--- src/rtl/dac_stream_tx.sv ---
// dac_stream_tx: serial transmitter that feeds a codec DAC. It buffers one
// stereo pair behind the pair being sent. On every left-slot (falling
// DACLRCK) edge it starts a new frame and shifts the pair out on DACDAT
// using the selected bit alignment.
//
// Ports
//   BCLK          bit clock. This is the only clock; all state changes on its rising edge.
//   reset         synchronous, active-high.
//   enable        playback enable. A rise takes effect at the next left-slot edge.
//   DACLRCK       frame clock from the codec: low = left slot, high = right slot.
//   sample_l/r    two's-complement samples. sample_r is ignored when MONO=1.
//   sample_valid  a stereo pair is offered.
//   sample_ready  the pending buffer can take the offered pair this cycle.
//   DACDAT        registered serial data.
//   underrun      one-cycle pulse: a left-slot frame started with nothing buffered.
//   underrun_cnt  count of underrun pulses; it stops at 255.
//   busy          high while a loaded frame is still being shifted out.
//
// Handshake: a pair transfers on a rising BCLK edge where sample_valid and
// sample_ready are both high. sample_ready does not depend on sample_valid.
// The source may drop or change an offer that has not been taken.
`timescale 1ns/1ps
module dac_stream_tx #(
  parameter int DATA_W = 16,
  parameter int SLOT_W = 32,
  parameter int MODE   = 1,
  parameter int MONO   = 0
) (
  input  logic              BCLK,
  input  logic              reset,
  input  logic              enable,
  input  logic              DACLRCK,
  input  logic [DATA_W-1:0] sample_l,
  input  logic [DATA_W-1:0] sample_r,
  input  logic              sample_valid,
  output logic              sample_ready,
  output logic              DACDAT,
  output logic              underrun,
  output logic [7:0]        underrun_cnt,
  output logic              busy
);

  localparam int KW = $clog2(SLOT_W + 1);
  localparam int IW = (DATA_W > 1) ? $clog2(DATA_W) : 1;
  localparam logic [KW-1:0] K_SAT = KW'(SLOT_W);
  localparam logic [KW-1:0] K_DW  = KW'(DATA_W);

  logic              lrck_q;
  logic [KW-1:0]     k_q, k_cur, k_next;
  logic              lrck_edge, frame_start, load, starve, xfer;
  logic              pend_full;
  logic [DATA_W-1:0] pend_l, pend_r, act_l, act_r;
  logic [DATA_W-1:0] act_l_next, act_r_next, slot_word;
  logic [KW-1:0]     bit_pos;
  logic              in_range, serial_bit;
  logic              busy_next, dacdat_q, underrun_q, busy_q;
  logic [7:0]        cnt_q;

  // The edge-detection cycle is slot position 0. The position saturates at
  // SLOT_W, so an over-long slot only sends zeros.
  assign lrck_edge = DACLRCK ^ lrck_q;
  assign k_cur     = lrck_edge ? '0 : k_q;
  assign k_next    = (k_cur == K_SAT) ? K_SAT : k_cur + 1'b1;

  assign frame_start  = lrck_edge & ~DACLRCK & enable;
  assign load         = frame_start & pend_full;
  assign starve       = frame_start & ~pend_full;
  assign sample_ready = enable & ~pend_full & ~reset;
  assign xfer         = sample_valid & sample_ready;

  // The active pair as it will be after this edge. The bit sent at k=0 must
  // already come from the pair that loads in this same cycle.
  always_comb begin
    act_l_next = act_l;
    act_r_next = act_r;
    if (!enable || starve) begin
      act_l_next = '0;
      act_r_next = '0;
    end else if (load) begin
      act_l_next = pend_l;
      act_r_next = pend_r;
    end
  end

  assign slot_word = (DACLRCK && MONO == 0) ? act_r_next : act_l_next;

  always_comb begin
    bit_pos  = k_cur;
    in_range = 1'b0;
    if (MODE == 2) begin
      bit_pos  = K_DW - k_cur - 1'b1;
      in_range = k_cur < K_DW;
    end else if (MODE == 1) begin
      bit_pos  = K_DW - k_cur;
      in_range = (k_cur != '0) && (k_cur <= K_DW);
    end else begin
      bit_pos  = k_cur;
      in_range = k_cur < K_DW;
    end
    serial_bit = in_range ? slot_word[IW'(bit_pos)] : 1'b0;
  end

  // busy marks a frame that carries real data. It ends when the right
  // slot's position reaches SLOT_W.
  always_comb begin
    busy_next = busy_q;
    if (!enable)                              busy_next = 1'b0;
    else if (load)                            busy_next = 1'b1;
    else if (starve)                          busy_next = 1'b0;
    else if (DACLRCK && (k_next == K_SAT))    busy_next = 1'b0;
  end

  always_ff @(posedge BCLK) begin
    if (reset) begin
      lrck_q     <= 1'b0;
      k_q        <= K_SAT;
      pend_full  <= 1'b0;
      pend_l     <= '0;
      pend_r     <= '0;
      act_l      <= '0;
      act_r      <= '0;
      dacdat_q   <= 1'b0;
      underrun_q <= 1'b0;
      cnt_q      <= 8'd0;
      busy_q     <= 1'b0;
    end else begin
      lrck_q <= DACLRCK;
      k_q    <= k_next;
      act_l  <= act_l_next;
      act_r  <= act_r_next;
      // A frame start and a transfer in the same cycle can only happen with
      // pending empty. The new pair then waits in pending.
      if (load) begin
        pend_full <= 1'b0;
      end else if (xfer) begin
        pend_full <= 1'b1;
        pend_l    <= sample_l;
        pend_r    <= sample_r;
      end
      dacdat_q   <= enable & serial_bit;
      underrun_q <= starve;
      if (starve && cnt_q != 8'hFF) cnt_q <= cnt_q + 8'd1;
      busy_q     <= busy_next;
    end
  end

  assign DACDAT       = dacdat_q;
  assign underrun     = underrun_q;
  assign underrun_cnt = cnt_q;
  assign busy         = busy_q;

endmodule

--- config.mk ---
export PLATFORM = sky130hd
export DESIGN_NAME = dac_stream_tx
export DESIGN_NICKNAME = d
export VERILOG_FILES = /design/src/rtl/dac_stream_tx.sv
export SDC_FILE = /design/constraint.sdc
export NUM_CORES = 1
export LEC_CHECK = 0
export BUFFER_PORTS_ARGS = -buffer_cell sky130_fd_sc_hd__buf_2
export CAP_MARGIN = 5
export CORE_MARGIN = 4
export CORE_UTILIZATION = 50
export CTS_CLUSTER_DIAMETER = 50
export DETAILED_ROUTE_END_ITERATION = 8
export GPL_ROUTABILITY_DRIVEN = 0
export PLACE_DENSITY_LB_ADDON = 0.25
export SLEW_MARGIN = 20
export SYNTH_ARGS = -nofsm -noshare
export SYNTH_HDL_FRONTEND = slang
export SYNTH_SLANG_ARGS = --single-unit
export TNS_END_PERCENT = 30
--- constraint.sdc ---
create_clock -name BCLK -period 3.15 [get_ports BCLK]
set_input_delay 0.1575 -clock BCLK [delete_from_list [all_inputs] [get_ports BCLK]]
set_output_delay 0.1575 -clock BCLK [all_outputs]
set_load 0.02 [all_outputs]
# Yosys cells after proc, flatten, opt, wreduce, memory -nomap -nowiden
# Cells that the tools add are included.
totals:
  register_bits: 83
  latchBits: 0
  ram_bits: 0
  rom_bits: 0
  input_bits: 37
  output_inout_bits: 12
  mem_count: 0
classes:
  n_addsub: 3
  mul: 0
  div: 0
  n_lt_le_gt_ge: 2
  eq_ne: 3
  shift: 0
  mux: 13
  n_bitwise: 14
  n_reduce_logical: 10
ops:
  columns: ["op", "n"]
  rows:
  - ["two-way mux 16 bit", 5]
  - ["== test 6 bit (second input constant)", 2]
  - ["two-way mux 6 bit", 2]
  - ["adder 8 x 1 -> 8 bit (second input constant)", 1]
  - ["AND 1 bit", 8]
  - ["inequality test 8 bit (second input constant)", 1]
  - ["adder 6 x 1 -> 6 bit (second input constant)", 1]
  - ["<= comparator 6 x 5 -> 1 bit (second input constant)", 1]
  - ["nonzero test 6 bit", 1]
  - ["< comparator 4 x 5 -> 1 bit (second input constant)", 1]
  - ["two-way mux 1 bit", 5]
  - ["NOT 1 bit", 5]
  - ["binary-select mux 1 bit (select 4 bit)", 1]
  - ["OR reduction 2 bit", 2]
  - ["subtractor 1 x 4 -> 4 bit (first input constant)", 1]
  - ["logical AND 1 bit", 3]
  - ["nonzero test 3 bit", 1]
  - ["AND reduction 2 bit", 1]
  - ["logical NOT 1 bit", 1]
  - ["logical OR 1 bit", 1]
  - ["bitwise XOR 1 bit", 1]

# Logic depth before layout (Yosys ltp)
logic_depth:
  ltp_word: 11
  mapped_depth: 14
  depth_no_buf: 11

# Least setup slack after synthesis
# OpenSTA, ideal clock, no wires.
synth_timing:
  path_kind: "flip-flop to flip-flop"
  from: "reg lrck_q"
  to: "reg dacdat_q, in the netlist DACDAT"
  arrival_ns: 2.673
  t_required_ns: 3.047
  setup_slack_ns: 0.374
  stages_incl_launch_ff: 13
  synth_period_minus_slack_ns: 2.776
  cell_sequence: "dfxtp_1 > ha_1 > clkbuf_1 > and2_1 > inv_1 > ha_1 > xor2_2 > buf_2 > buf_2 > a211oi_1 > nor4_1 > a211o_1 > a2111oi_2"
synth_via:
  elab_chain_cells: 11
  elab_cells_between_ends: 20
  cone_classes: "1 x add/sub; 1 x order compare; 9 x mux; 6 x bitwise; 3 x reduce/logical"
synth_lines:
  columns: ["element", "line_no", "text"]
  rows:
  - ["from (decl)", "48", "logic lrck_q;"]
  - ["from (signal assigned)", "115", "lrck_q <= 1'b0;"]
  - ["from (signal assigned)", "127", "lrck_q <= DACLRCK;"]
  - ["bitwise XOR 1 bit *", "61", "assign lrck_edge = DACLRCK ^ lrck_q;"]
  - ["AND 1 bit (2 in series)", "65", "assign frame_start = lrck_edge & ~DACLRCK & enable;"]
  - ["AND 1 bit, on equally long branches", "66, 67", null]
  - ["two-way mux 16 bit / logical OR 1 bit (equally long branches)", "79, 76", null]
  - ["two-way mux 16 bit", "76", "if (!enable || starve) begin"]
  - ["two-way mux 16 bit", "85", "assign slot_word = (DACLRCK && MONO == 0) ? act_r_next : act_l_next;"]
  - ["binary-select mux 1 bit (select 4 bit)", "100", "serial_bit = in_range ? slot_word[IW'(bit_pos)] : 1'b0;"]
  - ["two-way mux 1 bit (implied by the code)", "100", null]
  - ["two-way mux 1 bit *", "100", null]
  - ["AND 1 bit *", "140", "dacdat_q <= enable & serial_bit;"]
  - ["to (signal assigned)", "140", null]
  - ["to (decl)", "56", "logic busy_next, dacdat_q, underrun_q, busy_q;"]
# Mark *: on every way between the ends. The rest lies on a longest branch, timed or not. The select of a mux whose other input is x is not followed.
# A chain may end at the register's enable or synchronous reset.

# Worst setup path after layout
# Ends and elaborated chain as after synthesis.

==> results by group <==
Outcome
  • Outcome: finished clean

Logic synthesis
  • Seq cells post-synth: 83
  • Synth Area per Inst: 7.59 um2
  • FFs w/ async S/R, synth: 0%
  • Mapped Cells: 499
  • EDFF count, synth: 0
  • Syn_nets: 540
  • Cell area after synthesis: 3790 um2
  • Main synth FF type: dfxtp_1
  • Synth warn: 0
  • Seq/Total Area, Yosys: 43.8%
  • Number of library cell types mapped by synthesis: 40

Clock tree
  • H-tree depth: 3
  • Clk sinks: 83
  • Clk root buf: clkbuf_8
  • Resized cells post-CTS: 0
  • Clock latency reported for the late side of the worst-skew pair: 350 ps
  • Cts hold-fix bufs: 0
  • Clock Path Buffers: 2
  • TritonCTS buffer count: 9
  • Clock transition at the registers of the reported paths: 90 ps
  • CTS tree: done
  • Post-CTS setup buffer count: 0

Worst setup path
  • Required @ worst endpoint: 3400 ps
  • Worst path cell trace: ha_1, and2_1, inv_1, ha_1, xor2_2, buf_4, a211oi_1, a311oi_1, nor4_1, a211o_1, a2111oi_2
  • CP Max Fanout: 22
  • Worst path most repeated cell: ha_1
  • CP peak stage delay: 350 ps
  • Critical path capture point type: flip-flop
  • Flop-to-flop setup slack: 400 ps
  • CP arrival: 3000 ps
  • Startpoint types: flip-flop
  • Crit Path Class: reg -> reg
  • CP max stage cell: a2111oi_2

GRT
  • Gr usage total: 21.4%
  • Vias in the first global route: 3019
  • Largest net degree at the start of global routing: 46
  • Grt total ovfl: 0
  • Antenna violations before repair: 0
  • First-pass GRT wire length: 15100 um

Pwr
  • Peak supply drop: 0.000280 V
  • Leak Pwr: 1.61 nW
  • Pwr Density: 512 nW/um2
  • Final total power: 0.00222 W

Floorplanning
  • Initial core utilization: 52.0%
  • # rows: 31
  • Die outline area: 9040 um2
  • Die H: 95.1 um
  • Core ar.: 7290 um2
  • IO Pins: 49
  • Chip width: 95.1 um

Routing
  • DRC: 0
  • Via-to-Cell Ratio: 5.38
  • Drt total wl: 9190 um
  • Wire per inst: 14.5 um
  • 1st-pass router iterations: 5
  • DR iter-0 viols: 281
  • Post-route ant nets: 0
  • Vias: 3417

Timing
  • RSZ-0062 raised after global routing: false
  • Max Clock Skew: 9.90 ps
  • Tmin final: 2750 ps
  • Slew Limit Fails: 0
  • # setup viols final: 0
  • Fin crit share: 87.2%
  • Max Freq: 364 MHz
  • Final number of hold-violating endpoints: 0
  • Relative slew slack: 55.0%
  • Setup TNS: 0 ps
  • Worst-margin pin slew: 674 ps

Run
  • Total of max-cap violations: 0

Finish
  • P&R area growth vs syn: 14.3%
  • Fillers: 732
  • Final antenna diode count: 0
  • Nets@finish: 572
  • Most common library cell in the layout ignoring fill and taps: nand2_1
  • Layout cells sized above 1: 15.9%
  • Commonest cells after routing, fill and taps aside: 148 x nand2_1, 87 x a21oi_1, 83 x dfxtp_1

Placement
  • Port Buf Inserts: 48
  • Detail Placement HPWL: 6520 um

Worst hold path
  • Hold crit path type: in -> reg
-- flip-flops by register name (all words and copies together), names as in the netlist --
register,cells
act_l,16
act_r,16
pend_l,16
pend_r,16
underrun_cnt,8
k_q,6
DACDAT,1
busy,1
lrck_q,1
pend_full,1
underrun,1
-- cells by family (layout without fill, tap and decap cells) --
group	after synthesis	count (layout)	synth area share (%)
and+or+nand+nor	229	229	26.3
AOI/OAI and AO/OA	124	124	19.3
DFF	83	83	43.8
buffers and inverters	44	81	5.12
xor gates and xnor gates	13	13	3.20
adders and majority gates	4	4	1.32
muxes	2	2	0.858
-- layout make-up --
type                            instances  area (um2)  share of cell area, %
Clock buffer                           10         138                   3.18
Clock inverter                          6         111                   2.57
Inverter                                6        36.3                  0.838
Multi-Input combinational cell        372        1940                   44.7
Sequential cell                        83        1660                   38.4
Tap cell                               99         124                   2.86
Timing Repair Buffer                   59         323                   7.45
-- worst max-delay path: cells and delay by family (launching register included) --
kind,cells,cell delay (ps)
flip-flops,1,300
XOR/XNOR,1,210
AO/OA/AOI/OAI,4,970
buffers and inverters,2,310
AND/OR/NAND/NOR,2,240
adder cells (fa/ha/maj),2,600
-- stage by stage --
stage          utilization (%)  worst slack [ps]  cells  hold slack, ps  instance area, um2
2_1_floorplan                -               374    499             293                3790
3_3_place_gp              56.0               429    619             398                4080
3_5_place_dp              56.0               353    619             403                4080
4_1_cts                   59.4               424    635            15.9                4330
5_1_grt                   59.4               208    635            5.55                4330
6_report                  59.4               403    635            30.6                4330
-- path summary, 6_finish.rpt --
check	from	end	cells after the start
max	lrck_q	DACDAT	11
min reg2reg	act_l[1]	act_l[1]	2
max reg2reg	lrck_q	DACDAT	11
min	sample_r[1]	pend_r[1]	3
-- power breakdown --
part | internal [W] | switching, W | total, W
clock network | 0.000549 | 0.000380 | 0.000929
registers | 0.00107 | 0.0000216 | 0.00109
logic | 0.0000759 | 0.000124 | 0.000200
-- synthesized netlist by cell type (4+ instances only) --
cell type | number | area, um2
nand2_1 | 148 | 556
a21oi_1 | 87 | 435
dfxtp_1 | 83 | 1660
clkbuf_1 | 28 | 105
and3_1 | 27 | 169
nor2_1 | 20 | 75.1
a211oi_1 | 12 | 90.1
nand3_1 | 10 | 50.1
buf_2 | 6 | 30.0
xnor2_1 | 6 | 52.6
xor2_1 | 6 | 52.6
inv_1 | 5 | 18.8
nand4_1 | 5 | 31.3
nor3_1 | 5 | 25.0
o21ai_0 | 5 | 25.0
a311oi_1 | 4 | 35.0
ha_1 | 4 | 50.1
o22ai_1 | 4 | 25.0
-- per-layer routing --
metal  wire length, um  part of all wire [%]  up-vias  GRT usage (%)
met5                 0                     0        -              0
li1                  -                     -     1765              -
met2              4210                    46       94           32.8
met3               508                   5.5        7           5.76
met1              4380                    48     1551           30.3
met4                82                  0.89        0           4.09
No activity file was read; power rests on OpenSTA's default activity.
